===== src/rtl/psum_ofifo_pkg.sv =====
// -----------------------------------------------------------------------------
// psum_ofifo_pkg
//   Shared defaults and helpers for the partial-sum output FIFO.
//   Contents:
//     BW_PSUM, COL, DEPTH : default lane width, lane count, entries per lane
//     ptr_w(d)            : pointer width for a depth-d lane, log2(d)+1. The
//                           extra MSB tells full from empty when the address
//                           bits of the two pointers are equal.
// -----------------------------------------------------------------------------
package psum_ofifo_pkg;

    localparam int BW_PSUM = 32;
    localparam int COL     = 8;
    localparam int DEPTH   = 16;

    function automatic int ptr_w(input int d);
        return $clog2(d) + 1;
    endfunction

endpackage


===== src/rtl/psum_fifo_lane.sv =====
// -----------------------------------------------------------------------------
// psum_fifo_lane
//   One independent lane of the partial-sum output FIFO. Data is stored as
//   given, with no arithmetic applied. The head entry is always presented on
//   out (first-word-fall-through). Masking the head while the FIFO is empty is
//   left to the parent.
//   Ports:
//     clk   : rising-edge clock
//     reset : asynchronous, active-high; zeroes both pointers
//     wr    : push strobe, ignored while the lane is full
//     rd    : pop strobe, ignored while the lane is empty
//     in    : write data
//     out   : raw head entry; meaningless while empty is high
//     empty : lane holds no entries
//     full  : lane holds depth entries
// -----------------------------------------------------------------------------
module psum_fifo_lane
    import psum_ofifo_pkg::*;
#(
    parameter int bw_psum = BW_PSUM,
    parameter int depth   = DEPTH
) (
    input  logic               clk,
    input  logic               reset,
    input  logic               wr,
    input  logic               rd,
    input  logic [bw_psum-1:0] in,
    output logic [bw_psum-1:0] out,
    output logic               empty,
    output logic               full
);

    localparam int PW = ptr_w(depth);
    localparam int AW = PW - 1;

    logic [PW-1:0]      r_wptr;
    logic [PW-1:0]      r_rptr;
    logic [bw_psum-1:0] r_mem [depth];

    logic w_empty;
    logic w_full;
    logic w_push;
    logic w_pop;

    // Both flags come from the pointer registers alone.
    assign w_empty = (r_wptr == r_rptr);
    assign w_full  = (r_wptr[PW-1] != r_rptr[PW-1]) &&
                     (r_wptr[AW-1:0] == r_rptr[AW-1:0]);

    // Full is judged on the state before the edge, so a write to a full lane
    // is dropped even when the same edge pops.
    assign w_push = wr & ~w_full;
    assign w_pop  = rd & ~w_empty;

    always_ff @(posedge clk or posedge reset) begin
        if (reset) begin
            r_wptr <= '0;
            r_rptr <= '0;
        end else begin
            if (w_push) r_wptr <= r_wptr + 1'b1;
            if (w_pop)  r_rptr <= r_rptr + 1'b1;
        end
    end

    // The storage array has no reset. Because the pointers are cleared, any
    // stale contents can never be read back.
    always_ff @(posedge clk) begin
        if (w_push && !reset) r_mem[r_wptr[AW-1:0]] <= in;
    end

    assign out   = r_mem[r_rptr[AW-1:0]];
    assign empty = w_empty;
    assign full  = w_full;

endmodule


===== src/rtl/psum_ofifo.sv =====
// -----------------------------------------------------------------------------
// psum_ofifo
//   Collects partial sums from col mac_col lanes into per-lane FIFOs. Rows are
//   popped together once every lane holds at least one entry. Lanes fill
//   independently, so writes may arrive skewed by any number of cycles. Rows
//   pair entries by arrival order within each lane.
//   Optional macro: PSUM_OFIFO_OVF_EN adds a sticky per-lane overflow output.
//   Ports:
//     clk     : rising-edge clock
//     reset   : asynchronous, active-high
//     in      : lane i psum at [i*bw_psum +: bw_psum]
//     wr      : per-lane write strobe
//     rd      : pop one row from all lanes; ignored unless o_valid
//     out     : head row, FWFT; all zeros while o_valid is low
//     o_valid : every lane non-empty
//     o_full  : any lane full
//     o_ready : ~o_full
//     ovf     : (PSUM_OFIFO_OVF_EN only) sticky per-lane dropped-write flag
// -----------------------------------------------------------------------------
module psum_ofifo
    import psum_ofifo_pkg::*;
#(
    parameter int col     = COL,
    parameter int bw_psum = BW_PSUM,
    parameter int depth   = DEPTH
) (
    input  logic                   clk,
    input  logic                   reset,
    input  logic [col*bw_psum-1:0] in,
    input  logic [col-1:0]         wr,
    input  logic                   rd,
    output logic [col*bw_psum-1:0] out,
    output logic                   o_valid,
    output logic                   o_full,
`ifdef PSUM_OFIFO_OVF_EN
    output logic                   o_ready,
    output logic [col-1:0]         ovf
`else
    output logic                   o_ready
`endif
);

    logic [col*bw_psum-1:0] w_head;
    logic [col-1:0]         w_empty;
    logic [col-1:0]         w_full;
    logic                   w_pop;

    // A row pops from every lane at once, and only when every lane has an
    // entry. This keeps the lanes aligned by arrival order.
    assign w_pop = rd & o_valid;

    genvar g;
    generate
        for (g = 0; g < col; g++) begin : g_lane
            psum_fifo_lane #(
                .bw_psum (bw_psum),
                .depth   (depth)
            ) u_lane (
                .clk   (clk),
                .reset (reset),
                .wr    (wr[g]),
                .rd    (w_pop),
                .in    (in[g*bw_psum +: bw_psum]),
                .out   (w_head[g*bw_psum +: bw_psum]),
                .empty (w_empty[g]),
                .full  (w_full[g])
            );
        end
    endgenerate

    assign o_valid = ~|w_empty;
    assign o_full  = |w_full;
    assign o_ready = ~o_full;
    assign out     = o_valid ? w_head : '0;

`ifdef PSUM_OFIFO_OVF_EN
    logic [col-1:0] r_ovf;

    // The lane drops a write whenever wr meets full on the pre-edge state.
    // This flag records that drop and holds it until reset.
    always_ff @(posedge clk or posedge reset) begin
        if (reset) r_ovf <= '0;
        else       r_ovf <= r_ovf | (wr & w_full);
    end

    assign ovf = r_ovf;
`endif

endmodule


===== config.mk =====
export PLATFORM = sky130hd
export DESIGN_NAME = psum_ofifo
export DESIGN_NICKNAME = d
export VERILOG_FILES = /design/src/rtl/psum_ofifo_pkg.sv /design/src/rtl/psum_fifo_lane.sv /design/src/rtl/psum_ofifo.sv
export SDC_FILE = /design/constraint.sdc
export NUM_CORES = 2
export LEC_CHECK = 0
export BUFFER_PORTS_ARGS = -buffer_cell sky130_fd_sc_hd__buf_2
export CAP_MARGIN = 0
export CORE_MARGIN = 1
export CORE_UTILIZATION = 55
export CTS_CLUSTER_SIZE = 25
export DETAILED_ROUTE_END_ITERATION = 10
export PLACE_DENSITY_LB_ADDON = 0.12
export SLEW_MARGIN = 25
export SYNTH_ARGS = -nofsm -noshare
export SYNTH_HDL_FRONTEND = slang
export SYNTH_SLANG_ARGS = --single-unit

===== constraint.sdc =====
create_clock -name clk -period 3.5 [get_ports clk]
set_input_delay 0.35 -clock clk [delete_from_list [all_inputs] [get_ports clk]]
set_output_delay 0.35 -clock clk [all_outputs]
set_load 0.02 [all_outputs]

==> flow_summary.json <==
{
  "status": "complete, but fails checks",
  "violations": "negative setup slack",
  "fill_cells": 18546,
  "whs_path_depth": 3,
  "synth_xor_area_share_pct": 0.569,
  "final-hold-violation-count": 0,
  "synth-seq-cells": 4176,
  "maxSlewHeadroom_pct": 34.8,
  "worstPathCellList": "xnor2_1, nand4_1, o22ai_2, or4_4, clkinv_16, buf_16, buf_12, clkbuf_16, and2_4, buf_6",
  "grt.met1_usage_pct": 35.8,
  "ys_types": 30,
  "muxShareOfSynthArea_pct": 18.1,
  "drive_above_1_share_pct": 37.7,
  "max_freq_mhz": 261,
  "synthSimpleGateAreaFrac_pct": 1.92,
  "syn_inst": 6568,
  "top_usage_layer": "met2",
  "ir_drop_v": 0.00167,
  "clockBufferDepth": 4,
  "dr_total_vias": 73968,
  "min_path_type": "input port to flop",
  "grt_pass1_vias": 76801,
  "critical_path_required_ns": 3.15,
  "die_y_um": 542,
  "cp_slowest_cell": "or4_4",
  "nets": 8051,
  "cts_max_level": 5,
  "drv_cap": 0,
  "final_antenna_net_count": 0,
  "die_width_um": 542,
  "fp-row-count": 197,
  "first_iter_violations": 7978,
  "place.gp.congestion": 0.753,
  "power_w": 0.177,
  "critPathArrivalTime_ns": 3.48,
  "synth_top_area_share_pct": 76.8,
  "pin_count": 526,
  "placed_area_mm2": 0.171,
  "skew_ns": 0.0463,
  "synthTopCellsByArea": "edfxtp_1, mux4_2, dfrtp_1",
  "period_minus_slack_ns": 3.83,
  "path_buf_inv": 5,
  "synthAdderAreaFrac_pct": 0.313,
  "timing.final.crit_share_pct": 110,
  "antenna_found_initial": 69,
  "cp_top_family": "simple AND/OR/NAND/NOR gates",
  "drc": 0,
  "synthesis.area_mm2": 0.160,
  "whs_ns": 0.0924,
  "drtPass1Iterations": 5,
  "clock-sinks": 4176,
  "avgSynthCellArea_um2": 24.4,
  "setup_violations": 257,
  "grt_pass1_wl_mm": 533,
  "p_per_area_mw_per_mm2": 932,
  "grt-ovfl-total": 0,
  "synth-compound-area-share_pct": 0.0406,
  "synth_top_family_by_area": "multiplexers",
  "syn_nets": 6875,
  "tns_ns": -66.40,
  "grt_util_met2_pct": 40.8,
  "start_util_pct": 55.4,
  "dieArea_mm2": 0.293,
  "cts-buffers-inserted": 416,
  "tightest_slew_ns": 0.979,
  "ys_seq_area_share_pct": 78.1,
  "core-area_mm2": 0.289,
  "syn2layout_area_growth_pct": 18.7,
  "wl_per_cell_um": 31.2,
  "met3_usage_pct": 4.80,
  "yosys_warnings": 0,
  "final_cells": 12016,
  "worst-path-stages": 10,
  "dp.cells": 10871,
  "grtUsageTotal_pct": 25.4,
  "path_clk_slew_ns": 0.06,
  "clk_latency_ns": 0.95,
  "rsz0062_at_grt": "true",
  "worstPathMaxFanout": 7,
  "cts_root_buf": "clkbuf_16",
  "grt_max_degree": 132,
  "dp_hpwl_mm": 192,
  "start_kind": "flop",
  "port_buffers": 525,
  "tritoncts": "built",
  "worstSetupEndpointType": "output pin",
  "cpPeakStageDelay_ns": 0.69,
  "worst_slack_ns": -0.335,
  "p_leak_nw": 60.8,
  "rr_worst_depth": 9,
  "yosysTopAreaCell": "edfxtp_1",
  "critical_path_class": "flop to output pin",
  "viasPerCell": 6.16,
  "slew_violations": 0,
  "drt_wl_total_mm": 375,
  "fin_area_mm2": 0.190
}
kinds of logic (layout without fill, tap and decap cells):
family | count (synthesis) | count (layout)
buffers and inverters | 383 | 1907
adder cells (fa/ha/maj) | 40 | 40
flip-flops | 4176 | 4176
multiplexers | 1288 | 1288
other | 0 | 44
AO/OA/AOI/OAI | 12 | 12
AND/OR/NAND/NOR | 565 | 565
XOR/XNOR | 104 | 104
through the flow:
step	setup WS (ns)	utilization [%]
2_1_floorplan	-0.351	-
3_3_place_gp	0.0702	59.1
3_5_place_dp	0.0357	59.1
4_1_cts	-0.374	65.1
5_1_grt	-0.446	65.8
6_report	-0.335	65.8
placed cells by master, fill, tap and decap left out, types with 64 or more instances in the layout:
| cell | n |
|---|---|
| mux4_2 | 1280 |
| and2_4 | 134 |
| buf_6 | 148 |
| buf_4 | 177 |
| dlygate4sd3_1 | 263 |
| clkinv_2 | 72 |
| clkbuf_1 | 75 |
| nand2_1 | 64 |
| buf_2 | 343 |
| and2_1 | 130 |
| buf_12 | 125 |
| clkinv_1 | 101 |
| edfxtp_1 | 4096 |
| clkbuf_16 | 440 |
| xnor2_1 | 76 |
| nor2_4 | 128 |
worst min-delay path, stage by stage:
cell     delay (ns)
buf_2          0.17
and2_1         0.29
xnor2_1        0.18
layout make-up:
class	count	area, µm²	area share [%]
flip-flops and latches	4176	125000	65.8
repair buffers	1119	11500	6.05
clock inverters	263	2610	1.37
clock buffers	503	10900	5.75
multi-input cells	2009	34800	18.3
well taps	3880	4850	2.55
diodes	44	110	0.0579
inverters	20	106	0.0560
repair inverters	2	46.3	0.0244
synthesized netlist by cell type, drive strengths merged:
master / n
edfxtp: 4096
mux4: 1280
and2: 264
clkbuf: 213
buf: 150
nor2: 141
dfrtp: 80
xnor2: 76
nand2: 65
ha: 40
nand4: 30
xor2: 28
nand3: 20
inv: 18
nand3b: 16
nor3: 15
mux2: 8
nand2b: 8
o21ai: 8
nor4: 4
o22ai: 4
clkinv: 2
or2: 1
or4: 1
final timing paths:
| kind | start | end | slack (ns) |
|---|---|---|---|
| max | g_lane[4].u_lane.r_rptr[0] | out[36] | -0.33 |
| min | wr[6] | g_lane[6].u_lane.r_wptr[0] | 0.09 |
| max reg2reg | g_lane[4].u_lane.r_rptr[0] | g_lane[3].u_lane.r_rptr[4] | 0.26 |
| min reg2reg | g_lane[0].u_lane.r_rptr[4] | g_lane[0].u_lane.r_rptr[4] | 0.48 |
| max in group asynchronous | reset | g_lane[3].u_lane.r_rptr[0] | 2.62 |
| min in group asynchronous | reset | g_lane[6].u_lane.r_rptr[0] | 0.12 |
state kept, by name (all words and copies together) (netlist names):
register              cells
g_lane.u_lane.r_mem    4096
g_lane.u_lane.r_wptr     40
g_lane.u_lane.r_rptr     40
power breakdown:
part           internal, W  switching [W]
registers           0.0580        0.00110
logic               0.0360         0.0379
clock network       0.0255         0.0186
layer usage:
layer  part of all wire, %  routed length [µm]
met3                   7.9               29800
met2                    49              184000
met4                   3.1               11700
met1                    40              149000
met5                 0.078                 293
timing repair:
action | CTS | global route
setup buffers | 14 | 20
hold buffers | 263 | 0
endpoints found under the setup margin | 259 | 259
pin swaps | 11 | 22
cloned | 19 | 22
endpoints found under the hold margin | 4149 | 0
gates resized for setup | 157 | 407
(Power assumes the default switching activity.)
